$ cat config.mk
export PLATFORM = sky130hd
export DESIGN_NAME = vote_ctrl_multi
export DESIGN_NICKNAME = d
export VERILOG_FILES = /design/src/rtl/vote_pkg.sv /design/src/rtl/vote_tally_bank.sv /design/src/rtl/vote_ctrl_multi.sv
export SDC_FILE = /design/constraint.sdc
export NUM_CORES = 1
export LEC_CHECK = 0
export ABC_AREA = 1
export CAP_MARGIN = 20
export CELL_PAD_IN_SITES_DETAIL_PLACEMENT = 2
export CELL_PAD_IN_SITES_GLOBAL_PLACEMENT = 2
export CORE_UTILIZATION = 36
export CTS_CLUSTER_DIAMETER = 120
export DETAILED_ROUTE_END_ITERATION = 12
export GPL_ROUTABILITY_DRIVEN = 1
export GPL_TIMING_DRIVEN = 0
export MAX_ROUTING_LAYER = met4
export PLACE_DENSITY = 0.88
export SETUP_SLACK_MARGIN = 0.5
export SYNTH_ARGS = -nofsm -noshare
export SYNTH_HDL_FRONTEND = slang
export SYNTH_SLANG_ARGS = --single-unit
$ cat constraint.sdc
create_clock -name clk -period 5.29 [get_ports clk]
set_input_delay 0.529 -clock clk [delete_from_list [all_inputs] [get_ports clk]]
set_output_delay 0.529 -clock clk [all_outputs]
set_load 0.01 [all_outputs]
$ cat src/rtl/vote_pkg.sv
// Shared definitions for the multi-candidate voting controller.
//   state_t      : controller FSM states (IDLE / CHECK / VOTE)
//   REJ_*        : reject_code values presented alongside the reject pulse
//   REJ_W        : width of reject_code
//   csel_width() : candidate-select width, max(1, clog2(num_cand))
package vote_pkg;

  typedef enum logic [1:0] {
    IDLE  = 2'd0,
    CHECK = 2'd1,
    VOTE  = 2'd2
  } state_t;

  localparam int REJ_W = 3;

  localparam logic [REJ_W-1:0] REJ_NONE     = 3'd0;
  localparam logic [REJ_W-1:0] REJ_CLOSED   = 3'd1;
  localparam logic [REJ_W-1:0] REJ_BAD_ID   = 3'd2;
  localparam logic [REJ_W-1:0] REJ_DUP_ID   = 3'd3;
  localparam logic [REJ_W-1:0] REJ_BAD_CAND = 3'd4;
  localparam logic [REJ_W-1:0] REJ_TIMEOUT  = 3'd5;

  function automatic int csel_width(input int num_cand);
    return (num_cand <= 2) ? 1 : $clog2(num_cand);
  endfunction

endpackage

$ cat src/rtl/vote_tally_bank.sv
// Per-candidate saturating tally counters plus a saturating grand total.
// Ports:
//   clk, reset   : clock, asynchronous active-high reset (clears all counts)
//   inc          : increment strobe; bumps tally[inc_idx] and total_votes
//   inc_idx      : candidate to increment (caller guarantees < NUM_CAND)
//   rd_idx       : readout select
//   rd_count     : tally[rd_idx], combinational; 0 when rd_idx >= NUM_CAND
//   total_votes  : saturating sum of all increments
module vote_tally_bank #(
  parameter int NUM_CAND = 4,
  parameter int CNT_W    = 8,
  parameter int CSEL_W   = 2
) (
  input  logic                      clk,
  input  logic                      reset,
  input  logic                      inc,
  input  logic [CSEL_W-1:0]         inc_idx,
  input  logic [CSEL_W-1:0]         rd_idx,
  output logic [CNT_W-1:0]          rd_count,
  output logic [CNT_W+CSEL_W-1:0]   total_votes
);

  localparam int TOT_W = CNT_W + CSEL_W;

  logic [CNT_W-1:0] tally [NUM_CAND];

  function automatic logic [CNT_W-1:0] sat_inc_cnt(input logic [CNT_W-1:0] x);
    return (x == '1) ? x : x + 1'b1;
  endfunction

  function automatic logic [TOT_W-1:0] sat_inc_tot(input logic [TOT_W-1:0] x);
    return (x == '1) ? x : x + 1'b1;
  endfunction

  always_ff @(posedge clk or posedge reset) begin
    if (reset) begin
      for (int i = 0; i < NUM_CAND; i++) begin
        tally[i] <= '0;
      end
      total_votes <= '0;
    end else if (inc) begin
      tally[inc_idx] <= sat_inc_cnt(tally[inc_idx]);
      total_votes    <= sat_inc_tot(total_votes);
    end
  end

  // Out-of-range selects read as zero instead of aliasing another candidate.
  always_comb begin
    rd_count = '0;
    if ({1'b0, rd_idx} < (CSEL_W + 1)'(NUM_CAND)) begin
      rd_count = tally[rd_idx];
    end
  end

endmodule

$ cat src/rtl/vote_ctrl_multi.sv
// Multi-candidate voting controller: session FSM, per-voter "already voted"
// bitmap, vote-window timer and poll-open gate, feeding a tally bank.
// Ports:
//   clk, reset          : clock, asynchronous active-high reset
//   poll_open           : level, voting allowed
//   check, id           : start a session for voter id (ignored while busy)
//   id_valid            : whitelist verdict for the latched id, used in CHECK
//   vote_signal         : cast a vote for cand_sel (only honoured in VOTE)
//   cand_sel            : candidate index
//   busy                : session in progress
//   vote_enable         : ballot lamp, high while in VOTE
//   vote_done           : 1-cycle pulse, vote accepted
//   current_candidate   : candidate counted, valid with vote_done
//   reject, reject_code : 1-cycle pulse and reason for an aborted session
//   rd_cand, rd_count   : combinational tally readout
//   total_votes         : saturating total of accepted votes
module vote_ctrl_multi
  import vote_pkg::*;
#(
  parameter int NUM_CAND = 4,
  parameter int ID_W     = 4,
  parameter int CNT_W    = 8,
  parameter int TIMEOUT  = 16,
  localparam int CSEL_W  = csel_width(NUM_CAND)
) (
  input  logic                     clk,
  input  logic                     reset,
  input  logic                     poll_open,
  input  logic                     check,
  input  logic [ID_W-1:0]          id,
  input  logic                     id_valid,
  input  logic                     vote_signal,
  input  logic [CSEL_W-1:0]        cand_sel,
  output logic                     busy,
  output logic                     vote_enable,
  output logic                     vote_done,
  output logic [CSEL_W-1:0]        current_candidate,
  output logic                     reject,
  output logic [REJ_W-1:0]         reject_code,
  input  logic [CSEL_W-1:0]        rd_cand,
  output logic [CNT_W-1:0]         rd_count,
  output logic [CNT_W+CSEL_W-1:0]  total_votes
);

  localparam int TMR_W  = $clog2(TIMEOUT + 1);
  localparam int NUM_ID = 2 ** ID_W;

  state_t              state, state_n;
  logic [ID_W-1:0]     id_q, id_n;
  logic [TMR_W-1:0]    timer, timer_n;
  logic [NUM_ID-1:0]   used;
  logic                mark;
  logic                inc;
  logic                cand_ok;
  logic                vote_done_n;
  logic                reject_n;
  logic [REJ_W-1:0]    code_n;
  logic [CSEL_W-1:0]   cand_n;

  assign cand_ok = ({1'b0, cand_sel} < (CSEL_W + 1)'(NUM_CAND));

  always_ff @(posedge clk or posedge reset) begin
    if (reset) begin
      state <= IDLE;
    end else begin
      state <= state_n;
    end
  end

  // Decision logic. In VOTE the priority is: valid vote, bad candidate,
  // poll closed, timer expiry -- so a vote on the expiry edge still counts.
  always_comb begin
    state_n     = state;
    id_n        = id_q;
    timer_n     = timer;
    vote_done_n = 1'b0;
    reject_n    = 1'b0;
    code_n      = REJ_NONE;
    cand_n      = current_candidate;
    inc         = 1'b0;
    mark        = 1'b0;
    case (state)
      IDLE: begin
        if (check) begin
          if (poll_open) begin
            id_n    = id;
            state_n = CHECK;
          end else begin
            reject_n = 1'b1;
            code_n   = REJ_CLOSED;
          end
        end
      end
      CHECK: begin
        state_n = IDLE;
        if (!id_valid) begin
          reject_n = 1'b1;
          code_n   = REJ_BAD_ID;
        end else if (used[id_q]) begin
          reject_n = 1'b1;
          code_n   = REJ_DUP_ID;
        end else begin
          state_n = VOTE;
          timer_n = TMR_W'(TIMEOUT);
        end
      end
      VOTE: begin
        if (vote_signal && cand_ok) begin
          inc         = 1'b1;
          mark        = 1'b1;
          vote_done_n = 1'b1;
          cand_n      = cand_sel;
          state_n     = IDLE;
        end else if (vote_signal) begin
          // Bad candidate leaves the ID unused so the voter can retry.
          reject_n = 1'b1;
          code_n   = REJ_BAD_CAND;
          state_n  = IDLE;
        end else if (!poll_open) begin
          reject_n = 1'b1;
          code_n   = REJ_CLOSED;
          state_n  = IDLE;
        end else if (timer <= TMR_W'(1)) begin
          // Timer holds the number of VOTE edges still allowed; this edge is the last.
          reject_n = 1'b1;
          code_n   = REJ_TIMEOUT;
          state_n  = IDLE;
        end else begin
          timer_n = timer - 1'b1;
        end
      end
      default: state_n = IDLE;
    endcase
  end

  // Registered outputs and session context.
  always_ff @(posedge clk or posedge reset) begin
    if (reset) begin
      id_q              <= '0;
      timer             <= '0;
      used              <= '0;
      busy              <= 1'b0;
      vote_enable       <= 1'b0;
      vote_done         <= 1'b0;
      reject            <= 1'b0;
      reject_code       <= REJ_NONE;
      current_candidate <= '0;
    end else begin
      id_q              <= id_n;
      timer             <= timer_n;
      if (mark) begin
        used[id_q] <= 1'b1;
      end
      busy              <= (state_n != IDLE);
      vote_enable       <= (state_n == VOTE);
      vote_done         <= vote_done_n;
      reject            <= reject_n;
      reject_code       <= code_n;
      current_candidate <= cand_n;
    end
  end

  vote_tally_bank #(
    .NUM_CAND (NUM_CAND),
    .CNT_W    (CNT_W),
    .CSEL_W   (CSEL_W)
  ) u_tally (
    .clk         (clk),
    .reset       (reset),
    .inc         (inc),
    .inc_idx     (cand_sel),
    .rd_idx      (rd_cand),
    .rd_count    (rd_count),
    .total_votes (total_votes)
  );

endmodule

==> results of run 1 <==
==> worst reg2reg max path, delay by kind of cell, from the launching register on <==
family | cells | cell delay [ps]
buffers and inverters | 2 | 490
DFF | 1 | 380
and+or+nand+nor | 6 | 1420
==> flip-flops by register name (all words and copies together) (netlist names) <==
signal / flops
vote_enable: 1
id_q: 4
u_tally.tally: 32
reject: 1
timer: 5
busy: 1
state: 2
vote_done: 1
reject_code: 3
u_tally.total_votes: 10
used: 16
current_candidate: 2
==> power by group through the flow <==
stage	logic, mW	registers (mW)	clock network, mW
finish	0.842	0.928	0.595
global route	0.947	0.950	0.624
CTS	0.854	0.927	0.607
detailed placement	0.825	0.926	0
global placement	0.771	0.910	0
floorplan	0.521	0.900	0
==> stage by stage <==
step | utilization | std cells | hold slack (ps)
finish | 0.455 | 743 | 462
global route | 0.455 | 743 | 493
CTS | 0.455 | 743 | 469
detailed placement | 0.429 | 727 | 455
global placement | 0.427 | 726 | 440
floorplan | - | 547 | 424
==> metal layers <==
layer | GRT usage | share of wire | vias up
li1 | - | - | 1840
met4 | 0.0895 | 0.015 | 0
met5 | - | 0 | -
met3 | 0.0341 | 0.036 | 14
met1 | 0.348 | 0.45 | 1978
met2 | 0.455 | 0.50 | 72
==> cells in the mapped netlist (all sizes together) <==
cell	count	area (um^2)
clkbuf	2	7.51
inv	56	213
nor3	3	20.0
nand3	41	235
o221ai	1	8.76
xor2	7	61.3
nand4	1	6.26
nand2	220	858
o21bai	9	67.6
buf	6	52.6
a31oi	2	12.5
o21ai	44	231
a32oi	1	8.76
ha	4	50.1
o22ai	8	50.1
nor4	1	6.26
clkinv	1	3.75
nor2	56	248
nand3b	1	7.51
a21oi	1	5.00
dfrtp	78	1950
xnor2	4	35.0
==> cell families after synthesis <==
family	after synthesis
simple gates	323
flops	78
compound gates	66
buf+inv	65
xor+xnor	11
fa+ha+maj	4
==> path summary, 6_finish.rpt <==
check                               startpoint                       endpoint  slack, ps  depth (start not counted)
min                        used[0]$_DFFE_PP0P_            used[0]$_DFFE_PP0P_        460                          2
min in group asynchronous                reset       reject_code[2]$_DFF_PP0_        500                          2
max                                 rd_cand[0]                    rd_count[4]       1650                          6
max in group asynchronous                reset  u_tally.tally[26]$_DFFE_PP0P_       4180                          3
min reg2reg                used[0]$_DFFE_PP0P_            used[0]$_DFFE_PP0P_        460                          2
max reg2reg                 state[0]$_DFF_PP0_   u_tally.tally[9]$_DFFE_PP0P_       2880                          8
==> final cells by class <==
type | count | area (um^2) | area share
Multi-Input combinational cell | 404 | 1910 | 0.381
Tap cell | 140 | 175 | 0.0349
Clock inverter | 5 | 35.0 | 0.00699
Inverter | 57 | 219 | 0.0437
Timing Repair Buffer | 40 | 418 | 0.0834
Clock buffer | 11 | 243 | 0.0484
Buffer | 8 | 60.1 | 0.0120
Sequential cell | 78 | 1950 | 0.389
==> impl.org, run 1 <==
** Critical path
- Data arrives at the worst endpoint at 3110 ps.
- Endpoint required time on the critical path :: 4760 ps
- STA classifies the critical path startpoint as an input pin.
- CP max stage cell :: sky130_fd_sc_hd__clkdlybuf4s50_1
- Delay contributed by the slowest stage of the critical path :: 650 ps
- Nature of the critical path endpoint :: output pin
- Counting stages on the worst path, the most repeated cell is sky130_fd_sc_hd__clkdlybuf4s50_1.
- In this design, the largest share of critical-path delay is due to buffers and inverters.
- Total buffers and inverters traversed by the critical path :: 4
- The critical path goes through clkdlybuf4s50_1 -> inv_1 -> clkbuf_1 -> nor2_1 -> o22ai_1 -> clkdlybuf4s50_1.
- Of all nets on the critical path, the largest fanout is 10.
- Classification of the worst setup path :: in -> out

** Synth
- The mapped netlist covers 4140 um^2.
- Register bit count reported by yosys :: 78
- XOR/XNOR share of the synthesized area :: 0.0233
- By area, the combinational part of the netlist is dominated by simple AND/OR/NAND/NOR gates.
- Count of cell types in the netlist :: 33
- Synthesized-area fraction occupied by ao, oa, aoi and oai cells :: 0.0928
- Post-Syn Instances :: 547
- Multiplexer share of the synthesized area :: 0
- Net Count, Synth :: 565
- Adder and majority cell fraction of the synthesized area :: 0.0121
- Fraction of the mapped netlist area in simple logic gates :: 0.334
- Fraction of the yosys area taken by sequential cells :: 0.471
- During synthesis, Yosys emitted a total of 0 warnings.
- Mean instance size in the synthesized netlist :: 7.57 um^2

** Pwr
- Dividing total power by cell area gives a power density of 471 nW/um^2.
- Power after layout :: 2.36 mW
- Cell internal power was estimated by the tool at 1.43 mW.
- Of the total power, registers draw 0.392.
- Switching Share :: 0.394
- The share of total power dissipated in combinational logic is 0.356.
- Worst vdd ir :: 0.160 mV
- Clock network fraction of design power :: 0.252
- The analysis attributes to net switching a power of 0.931 mW.
- For this design the static power due to leakage is 2.54 nW.

** Detailed routing
- Iter 0 DRT Violations :: 160
- Dividing the detail-routed via count by the number of cells gives 5.25.
- Number of iterations in the first detailed-routing pass :: 4
- The routed layout has 3,904 vias.
- Antenna-violating nets left :: 0
- Routed WL :: 14,600 um
- After detailed routing, the average wire length per cell comes to 19.6 um.
- DRC violations left :: 0

** Clock network
- The clock drives 78 sinks.
- Buffers from clock root to sink, at most :: 2
- TritonCTS built the clock tree.
- Hold buffer count at CTS :: 0
- Post-CTS timing repair inserted 0 buffers for setup.
- Clock-pin slew was measured on the worst setup and hold paths at 60 ps.
- Buffer cell driving the clock tree root :: sky130_fd_sc_hd__clkbuf_16
- In this run, post-CTS repair resized a total of 0 instances.
- Number of levels the H-tree was split into :: 3
- Clock latency on the worst-skew pair, taken at its later pin, is 350 ps.
- Number of buffers inserted during clock tree synthesis :: 9

** Timing
- The final-report max-slew violation count came to 0.
- Number of failing setup endpoints in the final timing report :: 0
- At the pin with the least slew margin, the transition time is 682 ps.
- Highest clock frequency the design can meet :: 0.275 GHz
- Worst slew margin relative to its limit :: 0.546
- PnR worst setup slack :: 1650 ps
- Setup repair after global routing left no endpoint under its margin.
- The clock arrives with 10.4 ps of skew.
- The worst path in the final design needs a cycle of 3640 ps, including I/O delays and setup.
- Total negative setup slack :: 0 ps
- In the finished design, the share of the clock period the worst path needs comes to 0.687.
- Final hold violation count :: 0

** Final layout
- Share of post-route cells with drive strength above 1 :: 0.0879
- # nets final :: 616
- Fill cells in the final layout number 1,300.
- The area growth from synthesis to layout is 21.1%.
- After routing the design area is 5010 um^2.
- The number of antenna diodes in the final layout is 0.
- Commonest non-fill, non-tap cell in the layout :: sky130_fd_sc_hd__nand2_1
- In the layout the commonest cells are 211 x sky130_fd_sc_hd__nand2_1, 78 x sky130_fd_sc_hd__dfrtp_1, 51 x sky130_fd_sc_hd__inv_1, 47 x sky130_fd_sc_hd__nor2_1.

** Global routing
- Entering global routing, the biggest net connects 59 pins.
- Number of global-route vias before repair :: 4,235
- In the global route stage, overall resource usage came out at 0.274.
- Number of antenna violations at the first check in global routing :: 0
- The first global-routing pass estimated 23,200 um of wire.
- Grt total ovfl :: 0

** Floorplanning
- For this configuration, the core starts out at a cell density of 0.375.
- The die is 109 um tall.
- Die width :: 109 um
- Total Die Area :: 11,900 um^2
- Number of rows in the core area :: 38
- Core region area :: 11,000 um^2
- Pin placement for this block handled 41 I/O pins.

** Flow run
- Reported max-cap violation count :: 0

** Placement
- Detailed placement finished with a half-perimeter wire length of 9760 um.
- Post-Place Cell Area :: 4740 um^2
- At the placement stage, the worst setup path has a slack of 1750 ps.
- Placer congestion estimate :: 0.864
- Buffers placed on the I/O ports in this run total 39.

** Worst hold path
- The path class of the tightest hold or removal check is reg -> reg.

** Status
- The flow ran to the end, and the final reports show no timing, DRC or antenna violations.
No activity file was read; power rests on OpenSTA's default activity.
==> run 2: changes to the inputs <==
--- a/config.mk
+++ b/config.mk
@@ -9,13 +9,13 @@
 export CAP_MARGIN = 20
 export CELL_PAD_IN_SITES_DETAIL_PLACEMENT = 2
 export CELL_PAD_IN_SITES_GLOBAL_PLACEMENT = 2
-export CORE_UTILIZATION = 36
+export CORE_UTILIZATION = 30
 export CTS_CLUSTER_DIAMETER = 120
 export DETAILED_ROUTE_END_ITERATION = 12
 export GPL_ROUTABILITY_DRIVEN = 1
 export GPL_TIMING_DRIVEN = 0
 export MAX_ROUTING_LAYER = met4
-export PLACE_DENSITY = 0.88
+export PLACE_DENSITY = 0.79
 export SETUP_SLACK_MARGIN = 0.5
 export SYNTH_ARGS = -nofsm -noshare
 export SYNTH_HDL_FRONTEND = slang
==> constraint.sdc (replaced) <==
create_clock -name clk -period 3.2 [get_ports clk]
set_input_delay 0.32 -clock clk [delete_from_list [all_inputs] [get_ports clk]]
set_output_delay 0.32 -clock clk [all_outputs]
set_load 0.01 [all_outputs]
==> run 2 against run 1 <==
Against the previous run:
- via count decreased by 1.5%
- design area increased by 1.3%
- combinational power increased by 63%
- die area increased by 20%
- clock-buffer cell count decreased by 1
- register-to-register slack got worse by 2000 ps
- sequential cell count unchanged
- core utilization decreased by 7.4 points
- power increased by 67%
==> impl.org, run 2 (synthesis gave the netlist of run 1 again) <==
** Worst hold path
- The min-delay analysis places its worst path in the category in -> async.

** Pwr
- PwrDens :: 777 nW/um^2
- Overall power consumption after layout is estimated at 3.95 mW.
- Worst vdd ir :: 0.270 mV
- Leakage Power :: 2.56 nW

** Critical path
- Minimum setup slack among reg-to-reg paths :: 840 ps
- Endpoint required time on the critical path :: 2880 ps
- Walking the worst path, the cells encountered are clkdlybuf4s50_1 -> inv_2 -> o21ai_0 -> o22ai_1 -> clkdlybuf4s50_1.
- Termination of the worst setup path :: rd_count[1]
- The endpoint identified for the worst register-to-register timing path is u_tally.tally[4]$_DFFE_PP0P_.
- Counting cells, the worst reg-to-reg path comes to 8.
- Crit path launch type :: input pin
- Startpoint of the lowest-slack register-to-register path :: state[0]$_DFF_PP0_
- The worst setup path is of the in -> out kind.
- The slowest stage of the critical path belongs to the cell sky130_fd_sc_hd__clkdlybuf4s50_1.
- STA classifies the critical path endpoint as an output pin.
- The most critical setup path has its startpoint at rd_cand[1].
- Data on the critical path arrives at its endpoint at 2310 ps.
- On the worst path, the slowest cell contributes a delay of 670 ps.
- Among the stages of the critical path, the cell type that occurs most often is sky130_fd_sc_hd__clkdlybuf4s50_1.
- Along the worst path, the maximum fanout reaches 9.

** Global routing
- Highest-utilization routing layer at the global route stage :: met2
- The first global-routing pass estimated 23,000 um of wire.
- For met1 alone, demand over resource in global routing was 0.261.
- For this run, global-route usage on met3 was measured as 0.0278.
- Number of antenna violations at the first check in global routing :: 0
- Grt total ovfl :: 0
- Number of global-route vias before repair :: 4,406
- Combined global-route utilization of all metal layers :: 0.219
- Largest net degree at the start of global routing :: 57
- For this run, global-route usage on met2 was measured as 0.375.

** Floorplanning
- The die is 119 um tall.
- The initialized floorplan defines 42 standard-cell rows.
- The core region is 13,300 um^2.
- From left edge to right edge, the die measures 119 um.
- Total Die Area :: 14,300 um^2
- For this configuration, the core starts out at a cell density of 0.310.
- 41 I/O pins were placed.

** Final layout
- The register with the most flip-flops in the layout has 32 of them.
- Antenna fix cells :: 0
- Final design instance area without fill :: 5080 um^2
- Biggest regs :: u_tally.tally: 32 flops, used: 16 flops, u_tally.total_votes: 10 flops
- From synthesis to final layout, the design area changed by 22.7%.
- u_tally.tally holds more flip-flops than any other register.
- Leading cell types in the layout, fill and taps excluded :: 211 x sky130_fd_sc_hd__nand2_1, 78 x sky130_fd_sc_hd__dfrtp_1, 49 x sky130_fd_sc_hd__inv_1, 47 x sky130_fd_sc_hd__nor2_1, 39 x sky130_fd_sc_hd__o21ai_0
- Final core utilization :: 0.381
- The final layout contains 616 nets.
- Commonest non-fill, non-tap cell in the layout :: sky130_fd_sc_hd__nand2_1
- Share of post-route cells with drive strength above 1 :: 0.0947

** Timing
- Number of failing setup endpoints in the final timing report :: 0
- The final hold violation count is 0.
- At the pin with the least slew margin, the transition time is 679 ps.
- The worst pin sits at a relative slew slack of 0.547.
- Final-report max-slew violation count :: 0
- Clock skew on the completed layout was measured at 7.79 ps.
- Static timing analysis puts the maximum clock frequency at 0.380 GHz.
- For the finished layout, the period the worst path requires is 2630 ps.
- Setup repair after global routing left no endpoint under its margin.
- In the finished design, the share of the clock period the worst path needs comes to 0.823.

** Clock network
- Clk pin slew, worst setup/hold paths :: 60 ps
- The number of hold buffers added after CTS was 0.
- The number of setup buffers added after CTS is 0.
- Clock latency on the worst-skew pair, taken at its later pin, is 350 ps.
- Buffers inserted during clock tree synthesis total 9.
- The longest clock path from root to sink contains 2 buffers.
- Number of levels the H-tree was split into :: 3
- Counting every sink on the clock net gives 78.
- TritonCTS clock tree :: done
- CTS placed an instance of sky130_fd_sc_hd__clkbuf_16 at the clock tree root.

** Detailed routing
- DRC violations left :: 0
- For this block, the initial DRC count from the detailed router was 122.
- Routed WL :: 14,100 um
- After detailed routing, the average wire length per cell comes to 18.1 um.
- The pre-antenna-repair detailed-routing pass consisted of 4 iterations.
- Count of vias placed by the detailed router :: 3,846
- After detailed routing, the number of vias per cell comes to 4.94.
- In this run the remaining antenna-violating nets after routing total 0.

** Placement
- The HPWL after detailed placement is 9820 um.
- The placed instances occupy a cell area of 4780 um^2.
- Placer congestion estimate :: 0.815
- During placement, the flow inserted port buffers numbering 39.

** Flow run
- Reported max-cap violation count :: 0

** Status
- The run finished with clean final reports.
[run 2: routing by layer]
metal  share of wire  vias up
met2            0.51       52
met5               0        -
met1            0.44     1947
met3           0.022       25
met4           0.025        0
li1                -     1822
[run 2: layout make-up]
cell class | instances | area [um^2]
inverters | 57 | 219
flip-flops and latches | 78 | 1950
fillers | 1589 | 8270
clock inverters | 5 | 60.1
well taps | 176 | 220
multi-input cells | 404 | 1910
repair buffers | 40 | 417
plain buffers | 8 | 62.6
clock buffers | 10 | 239
[run 2: how the worst min path moves through the flow]
stage | slack, ps | to | cells after the start
after floorplan | 390 | reject_code[2]$_DFF_PP0_ | 1
after global placement | 440 | used[14]$_DFFE_PP0P_ | 2
after detailed placement | 460 | used[14]$_DFFE_PP0P_ | 2
after CTS | 310 | u_tally.total_votes[8]$_DFFE_PP0P_ | 2
after global routing | 340 | u_tally.total_votes[8]$_DFFE_PP0P_ | 2
final | 300 | u_tally.tally[2]$_DFFE_PP0P_ | 2
[run 2: per-stage QoR]
step                      setup slack, ps  TNS [ps]  hold slack (ps)  cells
final                                 566         0              301    778
after global routing                  515         0              338    778
after CTS                             564         0              313    778
after detailed placement             16.1         0              458    763
after global placement               -563    -43430              441    762
after floorplan                       885         0              393    547
[run 2: power breakdown]
part / switching [mW] / internal (mW)
Combinational: 0.832 / 0.541
Sequential: 0.238 / 1.28
Clock: 0.432 / 0.623
Total: 1.50 / 2.44
[run 2: critical path, delay by kind of cell]
kind            cells  cell delay (ps)
compound gates      2              410
buf+inv             3             1580
[run 2: repair_timing]
| item | in CTS | in global routing |
|---|---|---|
| endpoints found under the hold margin | 0 | 0 |
| endpoints found under the setup margin | 8 | 0 |
| resized for setup | 5 | 0 |
